$ cat src/rtl/hilo_muldiv.sv
// hilo_muldiv: iterative multiply/divide unit owning the HI/LO register pair.
// Executes MULT/MULTU (radix-2 shift-add) and DIV/DIVU (restoring division)
// in 32 RUN cycles plus one FIX cycle for sign correction and HI/LO write.
// MTHI/MTLO write HI/LO directly in one cycle.
//
// Ports:
//   clk         - clock, all state on the rising edge
//   rst         - synchronous active-high reset
//   start       - EX-stage instruction valid
//   alu_ctrl_in - 5-bit ALU control code
//   op_a        - rs: multiplicand / dividend / MTHI-MTLO source
//   op_b        - rt: multiplier / divisor
//   cancel      - pipeline flush, aborts an in-flight operation
//   busy        - operation in flight
//   done        - one-cycle pulse when HI/LO receive a mul/div result
//   hi, lo      - architectural HI/LO registers
module hilo_muldiv #(
    parameter logic [4:0] MULT_OP  = 5'b00110,
    parameter logic [4:0] MULTU_OP = 5'b00111,
    parameter logic [4:0] DIV_OP   = 5'b01000,
    parameter logic [4:0] DIVU_OP  = 5'b01001,
    parameter logic [4:0] MTHI_OP  = 5'b10010,
    parameter logic [4:0] MTLO_OP  = 5'b10011
) (
    input  logic        clk,
    input  logic        rst,
    input  logic        start,
    input  logic [4:0]  alu_ctrl_in,
    input  logic [31:0] op_a,
    input  logic [31:0] op_b,
    input  logic        cancel,
    output logic        busy,
    output logic        done,
    output logic [31:0] hi,
    output logic [31:0] lo
);

    localparam logic [1:0] StIdle = 2'd0;
    localparam logic [1:0] StRun  = 2'd1;
    localparam logic [1:0] StFix  = 2'd2;

    logic [1:0]  state_q, state_d;
    logic [4:0]  cnt_q, cnt_d;
    logic        is_div_q, is_div_d;
    logic        neg_res_q, neg_res_d;   // operand signs differ
    logic        neg_rem_q, neg_rem_d;   // dividend was negative
    logic        div0_q, div0_d;
    logic [31:0] opa_q, opa_d;           // op_a as presented, for divide by zero
    logic [31:0] mcand_q, mcand_d;       // multiplicand or divisor magnitude
    logic [31:0] work_q, work_d;         // multiplier/low product, or dividend/quotient
    logic [31:0] acc_q, acc_d;           // upper product half, or remainder
    logic [31:0] hi_q, hi_d;
    logic [31:0] lo_q, lo_d;
    logic        done_q, done_d;

    logic        code_mul, code_div, code_signed;
    logic [31:0] abs_a, abs_b;
    logic [32:0] mul_sum;
    logic [32:0] div_shift, div_diff;
    logic [63:0] product, product_neg;

    always_comb begin
        code_mul    = (alu_ctrl_in == MULT_OP) || (alu_ctrl_in == MULTU_OP);
        code_div    = (alu_ctrl_in == DIV_OP) || (alu_ctrl_in == DIVU_OP);
        code_signed = (alu_ctrl_in == MULT_OP) || (alu_ctrl_in == DIV_OP);
        abs_a = (code_signed && op_a[31]) ? 32'd0 - op_a : op_a;
        abs_b = (code_signed && op_b[31]) ? 32'd0 - op_b : op_b;

        mul_sum     = {1'b0, acc_q} + (work_q[0] ? {1'b0, mcand_q} : 33'd0);
        // Remainder < divisor, so the shifted value always fits in 33 bits and
        // bit 32 of the difference is a reliable borrow.
        div_shift   = {acc_q, work_q[31]};
        div_diff    = div_shift - {1'b0, mcand_q};
        product     = {acc_q, work_q};
        product_neg = 64'd0 - product;
    end

    always_comb begin
        state_d   = state_q;
        cnt_d     = cnt_q;
        is_div_d  = is_div_q;
        neg_res_d = neg_res_q;
        neg_rem_d = neg_rem_q;
        div0_d    = div0_q;
        opa_d     = opa_q;
        mcand_d   = mcand_q;
        work_d    = work_q;
        acc_d     = acc_q;
        hi_d      = hi_q;
        lo_d      = lo_q;
        done_d    = 1'b0;

        case (state_q)
            StIdle: begin
                if (start && !cancel) begin
                    if (code_mul || code_div) begin
                        state_d   = StRun;
                        cnt_d     = 5'd0;
                        is_div_d  = code_div;
                        neg_res_d = code_signed && (op_a[31] ^ op_b[31]);
                        neg_rem_d = code_signed && op_a[31];
                        div0_d    = (op_b == 32'd0);
                        opa_d     = op_a;
                        acc_d     = 32'd0;
                        mcand_d   = code_div ? abs_b : abs_a;
                        work_d    = code_div ? abs_a : abs_b;
                    end else if (alu_ctrl_in == MTHI_OP) begin
                        hi_d = op_a;
                    end else if (alu_ctrl_in == MTLO_OP) begin
                        lo_d = op_a;
                    end
                end
            end
            StRun: begin
                if (cancel) begin
                    state_d = StIdle;
                end else begin
                    if (is_div_q) begin
                        if (!div_diff[32]) begin
                            acc_d  = div_diff[31:0];
                            work_d = {work_q[30:0], 1'b1};
                        end else begin
                            acc_d  = div_shift[31:0];
                            work_d = {work_q[30:0], 1'b0};
                        end
                    end else begin
                        acc_d  = mul_sum[32:1];
                        work_d = {mul_sum[0], work_q[31:1]};
                    end
                    cnt_d = cnt_q + 5'd1;
                    if (cnt_q == 5'd31) begin
                        state_d = StFix;
                    end
                end
            end
            StFix: begin
                state_d = StIdle;
                if (!cancel) begin
                    done_d = 1'b1;
                    if (!is_div_q) begin
                        {hi_d, lo_d} = neg_res_q ? product_neg : product;
                    end else if (div0_q) begin
                        lo_d = 32'hFFFF_FFFF;
                        hi_d = opa_q;
                    end else begin
                        lo_d = neg_res_q ? 32'd0 - work_q : work_q;
                        hi_d = neg_rem_q ? 32'd0 - acc_q : acc_q;
                    end
                end
            end
            default: state_d = StIdle;
        endcase
    end

    always_ff @(posedge clk) begin
        if (rst) begin
            state_q   <= StIdle;
            cnt_q     <= 5'd0;
            is_div_q  <= 1'b0;
            neg_res_q <= 1'b0;
            neg_rem_q <= 1'b0;
            div0_q    <= 1'b0;
            opa_q     <= 32'd0;
            mcand_q   <= 32'd0;
            work_q    <= 32'd0;
            acc_q     <= 32'd0;
            hi_q      <= 32'd0;
            lo_q      <= 32'd0;
            done_q    <= 1'b0;
        end else begin
            state_q   <= state_d;
            cnt_q     <= cnt_d;
            is_div_q  <= is_div_d;
            neg_res_q <= neg_res_d;
            neg_rem_q <= neg_rem_d;
            div0_q    <= div0_d;
            opa_q     <= opa_d;
            mcand_q   <= mcand_d;
            work_q    <= work_d;
            acc_q     <= acc_d;
            hi_q      <= hi_d;
            lo_q      <= lo_d;
            done_q    <= done_d;
        end
    end

    assign busy = (state_q != StIdle);
    assign done = done_q;
    assign hi   = hi_q;
    assign lo   = lo_q;

endmodule

$ cat config.mk
export PLATFORM = sky130hd
export DESIGN_NAME = hilo_muldiv
export DESIGN_NICKNAME = d
export VERILOG_FILES = /design/src/rtl/hilo_muldiv.sv
export SDC_FILE = /design/constraint.sdc
export NUM_CORES = 1
export LEC_CHECK = 0
export BUFFER_PORTS_ARGS = -buffer_cell sky130_fd_sc_hd__buf_2
export CORE_MARGIN = 5
export CORE_UTILIZATION = 67
export DETAILED_ROUTE_END_ITERATION = 6
export PLACE_DENSITY_LB_ADDON = 0.2
export SETUP_SLACK_MARGIN = 0.5
export SLEW_MARGIN = 30
export SYNTH_ARGS = -nofsm -noshare
export SYNTH_HDL_FRONTEND = slang
export SYNTH_SLANG_ARGS = --single-unit
export TNS_END_PERCENT = 20
$ cat constraint.sdc
create_clock -name clk -period 9.08 [get_ports clk]
set_clock_uncertainty 0.05 [all_clocks]
set_input_delay 1.816 -clock clk [delete_from_list [all_inputs] [get_ports clk]]
set_output_delay 1.816 -clock clk [all_outputs]
set_load 0.005 [all_outputs]
==> impl_metrics.prom <==
# TYPE chip_impl_metric gauge
chip_impl_metric{name="leakage",unit="nW"} 7.351
chip_impl_metric{name="flow.area_growth_from_synthesis",unit="%"} 8.539
chip_impl_info{name="regToRegStartpoint",value="acc_q[7]$_SDFFE_PP0P_"} 1
chip_impl_metric{name="irDropWorstVdd",unit="V"} 0.0001376
chip_impl_metric{name="overall_fraction_of_global_route_tracks_in_use",unit="%"} 45.10
chip_impl_info{name="crit_path_start_kind",value="input pin"} 1
chip_impl_info{name="worst_path_most_repeated_cell",value="sky130_fd_sc_hd__a21oi_1"} 1
chip_impl_metric{name="timing.final.ws_setup",unit="ps"} 4358
chip_impl_metric{name="diodes",unit=""} 0
chip_impl_metric{name="cap_viol_max_count",unit=""} 0
chip_impl_metric{name="place_hpwl",unit="mm"} 48.47
chip_impl_info{name="critical_path.top_delay_family",value="compound AO/OA/AOI/OAI gates"} 1
chip_impl_metric{name="placementRows",unit=""} 58
chip_impl_metric{name="power_dens_cells",unit="mW/mm²"} 129.4
chip_impl_metric{name="clock-sinks",unit=""} 204
chip_impl_metric{name="num-nets-final",unit=""} 2495
chip_impl_metric{name="swShare",unit="%"} 30.08
chip_impl_metric{name="power_frac_clock",unit="%"} 44.1
chip_impl_metric{name="netsw",unit="mW"} 0.7163
chip_impl_metric{name="sum_of_negative_setup_slack",unit="ps"} 0
chip_impl_metric{name="floorplan.initialDensity",unit="%"} 67.72
chip_impl_metric{name="postSynthRegisterBits",unit=""} 204
chip_impl_metric{name="max_clock_buf_depth",unit=""} 3
chip_impl_metric{name="ys_warn_count",unit=""} 0
chip_impl_metric{name="maximum_number_of_pins_on_one_net_before_global_route_repair",unit=""} 96
chip_impl_metric{name="maxSlewHeadroom",unit="%"} 33.58
chip_impl_metric{name="ys_async_sr_fraction",unit="%"} 0
chip_impl_metric{name="clkLatencyLatePin",unit="ps"} 550
chip_impl_metric{name="grt-ovfl-total",unit=""} 0
chip_impl_metric{name="seqPwrFrac",unit="%"} 38.7
chip_impl_metric{name="hold_viol_final",unit=""} 0
chip_impl_metric{name="period_needed",unit="ps"} 4722
chip_impl_metric{name="slew_violations",unit=""} 0
chip_impl_metric{name="postRouteAntennaNets",unit=""} 0
chip_impl_info{name="min_path_type",value="reg2reg"} 1
chip_impl_metric{name="antenna_found_initial",unit=""} 3
chip_impl_metric{name="cp.required",unit="ps"} 9430
chip_impl_metric{name="drc",unit=""} 0
chip_impl_info{name="grt_setup_unrepaired",value="no"} 1
chip_impl_metric{name="edff_count_synth",unit=""} 0
chip_impl_metric{name="critical_path_s_largest_stage_delay",unit="ps"} 690
chip_impl_metric{name="synth.cell_area",unit="mm²"} 0.01695
chip_impl_metric{name="place_worst_setup_slack",unit="ps"} 3965
chip_impl_info{name="regToRegEndpoint",value="acc_q[22]$_SDFFE_PP0P_"} 1
chip_impl_metric{name="die-width",unit="µm"} 169.1
chip_impl_metric{name="setup-violations-final",unit=""} 0
chip_impl_metric{name="synth_top_cell_area_share",unit="%"} 24.09
chip_impl_metric{name="path_max_fanout",unit=""} 18
chip_impl_info{name="outcome",value="complete, no violations"} 1
chip_impl_metric{name="dieHeight",unit="µm"} 169.1
chip_impl_metric{name="cp.arrival",unit="ps"} 5070
chip_impl_metric{name="ys_types",unit=""} 93
chip_impl_metric{name="timing_worst_slew_pin_value",unit="ps"} 971.2
chip_impl_metric{name="post_synth.cell_area_avg",unit="µm²"} 7.239
chip_impl_metric{name="min_path_cells",unit=""} 2
chip_impl_metric{name="min_period_over_period",unit="%"} 52.00
chip_impl_info{name="synth.area.top_cells",value="sky130_fd_sc_hd__dfxtp_1 24%, sky130_fd_sc_hd__a21oi_1 7.1%, sky130_fd_sc_hd__nor2_1 5.9%, sky130_fd_sc_hd__nand2_1 5.8%, sky130_fd_sc_hd__xnor2_1 5.8%"} 1
chip_impl_metric{name="synth-seq-area-share",unit="%"} 24.09
chip_impl_metric{name="hold_slack",unit="ps"} 401.8
chip_impl_metric{name="crit_buf_inv",unit=""} 1
chip_impl_metric{name="post_drt_via_cell_ratio",unit=""} 7.157
chip_impl_metric{name="grt_first_pass_wirelength",unit="mm"} 103.0
chip_impl_metric{name="cts_max_level",unit=""} 1
chip_impl_metric{name="fmaxAchievable",unit="MHz"} 211.8
chip_impl_metric{name="reg2regPathDepth",unit=""} 10
chip_impl_metric{name="globalplace.congestion",unit=""} 1.048
chip_impl_metric{name="synthCells",unit=""} 2342
chip_impl_metric{name="clkTransAtPathRegs",unit="ps"} 70
chip_impl_info{name="cts_root_buffer",value="sky130_fd_sc_hd__clkbuf_16"} 1
chip_impl_metric{name="post-cts-setup-buffers",unit=""} 0
chip_impl_info{name="hold_end",value="lo[27]$_SDFFE_PP0P_"} 1
chip_impl_info{name="critPathKind",value="in2reg"} 1
chip_impl_metric{name="core_area",unit="mm²"} 0.02504
chip_impl_metric{name="reg2reg_slack",unit="ps"} 4450
chip_impl_metric{name="number_of_global_route_vias_before_repair",unit=""} 18020
chip_impl_info{name="cp_cell_sequence",value="buf_2, or3b_2, a211oi_2, nand2_1, a21oi_1, a21oi_1, xnor2_1, mux2_2, o211ai_1, a21oi_1"} 1
chip_impl_info{name="cp-end-kind",value="flop"} 1
chip_impl_metric{name="die_area",unit="mm²"} 0.02858
chip_impl_metric{name="syn-num-nets",unit=""} 2487
chip_impl_info{name="hold_path.startpoint",value="lo[27]$_SDFFE_PP0P_"} 1
chip_impl_metric{name="first_iter_violations",unit=""} 2894
chip_impl_metric{name="top_level_ports",unit=""} 139
chip_impl_metric{name="cts.hold.buffers_added",unit=""} 0
chip_impl_info{name="tritoncts",value="done"} 1
chip_impl_metric{name="fraction_of_layout_instances_using_a_drive_strength_above_1",unit="%"} 11.49
chip_impl_info{name="yosys_most_used_dff",value="sky130_fd_sc_hd__dfxtp_1"} 1
chip_impl_metric{name="detail_route.wirelength",unit="mm"} 67.60
chip_impl_metric{name="port-buffer-count",unit=""} 138
chip_impl_metric{name="number_of_buffers_added_by_the_clock_tree_synthesis_step",unit=""} 24
chip_impl_metric{name="total_vias_in_the_final_route",unit=""} 19300
chip_impl_metric{name="internal_power",unit="mW"} 1.665
chip_impl_metric{name="cts-resized-gates",unit=""} 0
chip_impl_metric{name="dr_pass1_iterations",unit=""} 7
chip_impl_metric{name="routed_wire_length_per_instance",unit="µm"} 25.06
chip_impl_info{name="slowest_stage",value="sky130_fd_sc_hd__a211oi_2"} 1
chip_impl_metric{name="num-fill-cells",unit=""} 2059
chip_impl_metric{name="comb_power_share",unit="%"} 17.1
chip_impl_info{name="netlist.top_cell.by_area",value="sky130_fd_sc_hd__dfxtp_1"} 1
[cells in the final DEF (no fill, tap or decap), types with 20 or more instances in the layout]
| master | n |
|---|---|
| sky130_fd_sc_hd__a21oi_1 | 240 |
| sky130_fd_sc_hd__xnor2_1 | 112 |
| sky130_fd_sc_hd__clkbuf_16 | 25 |
| sky130_fd_sc_hd__buf_2 | 137 |
| sky130_fd_sc_hd__or4_1 | 23 |
| sky130_fd_sc_hd__a21o_1 | 41 |
| sky130_fd_sc_hd__buf_4 | 27 |
| sky130_fd_sc_hd__ha_1 | 70 |
| sky130_fd_sc_hd__dfxtp_1 | 202 |
| sky130_fd_sc_hd__o31ai_1 | 34 |
| sky130_fd_sc_hd__o22ai_1 | 22 |
| sky130_fd_sc_hd__xor2_1 | 51 |
| sky130_fd_sc_hd__o221ai_1 | 35 |
| sky130_fd_sc_hd__or3_1 | 23 |
| sky130_fd_sc_hd__nand3_1 | 51 |
| sky130_fd_sc_hd__inv_1 | 77 |
| sky130_fd_sc_hd__a211oi_1 | 46 |
| sky130_fd_sc_hd__o21ai_0 | 120 |
| sky130_fd_sc_hd__a22oi_1 | 29 |
| sky130_fd_sc_hd__nor3_1 | 65 |
| sky130_fd_sc_hd__o211ai_1 | 20 |
| sky130_fd_sc_hd__nor2_1 | 261 |
| sky130_fd_sc_hd__nand2_1 | 261 |
| sky130_fd_sc_hd__mux2i_1 | 51 |
[worst reg2reg max path, delay by kind of cell, from the launching register on]
family | cells | cell delay [ps]
compound gates | 3 | 870
fa+ha+maj | 1 | 440
flops | 1 | 770
simple gates | 6 | 2420
[power by group through the flow]
stage / combinational (mW) / sequential [mW] / clock (mW)
floorplan: 0.271 / 0.932 / 0
global placement: 0.378 / 0.940 / 0
detailed placement: 0.387 / 0.940 / 0
CTS: 0.390 / 0.920 / 1.04
global route: 0.430 / 0.922 / 1.08
finish: 0.408 / 0.922 / 1.05
[registers in the layout, indices dropped and copies added (netlist names)]
| register | flops |
|---|---|
| div0_q | 1 |
| mcand_q | 32 |
| acc_q | 32 |
| work_q | 32 |
| state_q | 2 |
| lo | 32 |
| neg_rem_q | 1 |
| opa_q | 32 |
| cnt_q | 5 |
| hi | 32 |
| is_div_q | 1 |
| done | 1 |
| neg_res_q | 1 |
[worst max-delay path by stage]
stage | startpoint | end | slack, ps | cells after the start
after global placement | alu_ctrl_in[1] | work_q[28]$_SDFFE_PP0P_ | 4160 | 10
after CTS | alu_ctrl_in[1] | work_q[28]$_SDFFE_PP0P_ | 4520 | 10
final | alu_ctrl_in[1] | work_q[28]$_SDFFE_PP0P_ | 4360 | 10
after floorplan | op_b[0] | mcand_q[30]$_SDFFE_PP0P_ | 4740 | 10
after detailed placement | alu_ctrl_in[1] | work_q[28]$_SDFFE_PP0P_ | 3960 | 10
after global routing | alu_ctrl_in[1] | work_q[28]$_SDFFE_PP0P_ | 4290 | 10
[metal layers]
layer / up-vias / GRT usage [%] / wire (µm) / share of wire, %
met4: 4 / 28.77 / 5560 / 8.2
met1: 8862 / 55.23 / 24180 / 36
met3: 420 / 14.90 / 9359 / 14
li1: 8556 / - / - / -
met5: - / 0 / 27 / 0.040
met2: 1461 / 68.11 / 28470 / 42
[cell usage after synthesis, types with 14 or more instances]
cell / instances
sky130_fd_sc_hd__buf_2: 16
sky130_fd_sc_hd__a21oi_1: 240
sky130_fd_sc_hd__nor2_1: 265
sky130_fd_sc_hd__o21ai_0: 120
sky130_fd_sc_hd__a211oi_1: 46
sky130_fd_sc_hd__o21ai_1: 15
sky130_fd_sc_hd__xor2_1: 51
sky130_fd_sc_hd__or4_1: 23
sky130_fd_sc_hd__o221ai_1: 35
sky130_fd_sc_hd__nand2_1: 262
sky130_fd_sc_hd__nor3_1: 66
sky130_fd_sc_hd__mux2_2: 14
sky130_fd_sc_hd__a21o_1: 41
sky130_fd_sc_hd__nand3_1: 51
sky130_fd_sc_hd__nand4_1: 19
sky130_fd_sc_hd__nand2b_1: 16
sky130_fd_sc_hd__a31oi_1: 19
sky130_fd_sc_hd__or3_1: 23
sky130_fd_sc_hd__o211ai_1: 20
sky130_fd_sc_hd__inv_1: 77
sky130_fd_sc_hd__a222oi_1: 18
sky130_fd_sc_hd__a22oi_1: 29
sky130_fd_sc_hd__o22ai_1: 22
sky130_fd_sc_hd__ha_1: 70
sky130_fd_sc_hd__nor4_1: 18
sky130_fd_sc_hd__mux2i_1: 51
sky130_fd_sc_hd__clkbuf_1: 146
sky130_fd_sc_hd__o31ai_1: 34
sky130_fd_sc_hd__xnor2_1: 112
sky130_fd_sc_hd__dfxtp_1: 204
[layout make-up]
class                           count  area [µm²]  area share [%]
Timing Repair Buffer              165       899.6           4.889
Multi-Input combinational cell   1878       11860           64.47
Tap cell                          330       412.9           2.244
Clock buffer                       33       705.7           3.835
Inverter                           77       289.0           1.571
Sequential cell                   204        4089           22.22
Clock inverter                     10       141.4          0.7683
[cells by family after synthesis]
group                      Yosys count  share of synthesized area (%)
xor gates and xnor gates           163                          8.421
and+or+nand+nor                    819                          22.56
adders and majority gates           72                          5.402
AOI/OAI and AO/OA                  759                          29.44
muxes                               65                          3.941
buffers and inverters              260                          6.148
DFF                                204                          24.09
[per-stage QoR]
step	cell area [µm²]	cells	total power [mW]	util, %
5_1_grt	18400	2697	2.434	73.50
3_3_place_gp	17540	2654	1.318	70.07
6_report	18400	2697	2.381	73.50
4_1_cts	18400	2697	2.348	73.48
3_5_place_dp	17550	2654	1.327	70.10
2_1_floorplan	16950	2342	1.203	-
Power figures use the tool's default switching activity.
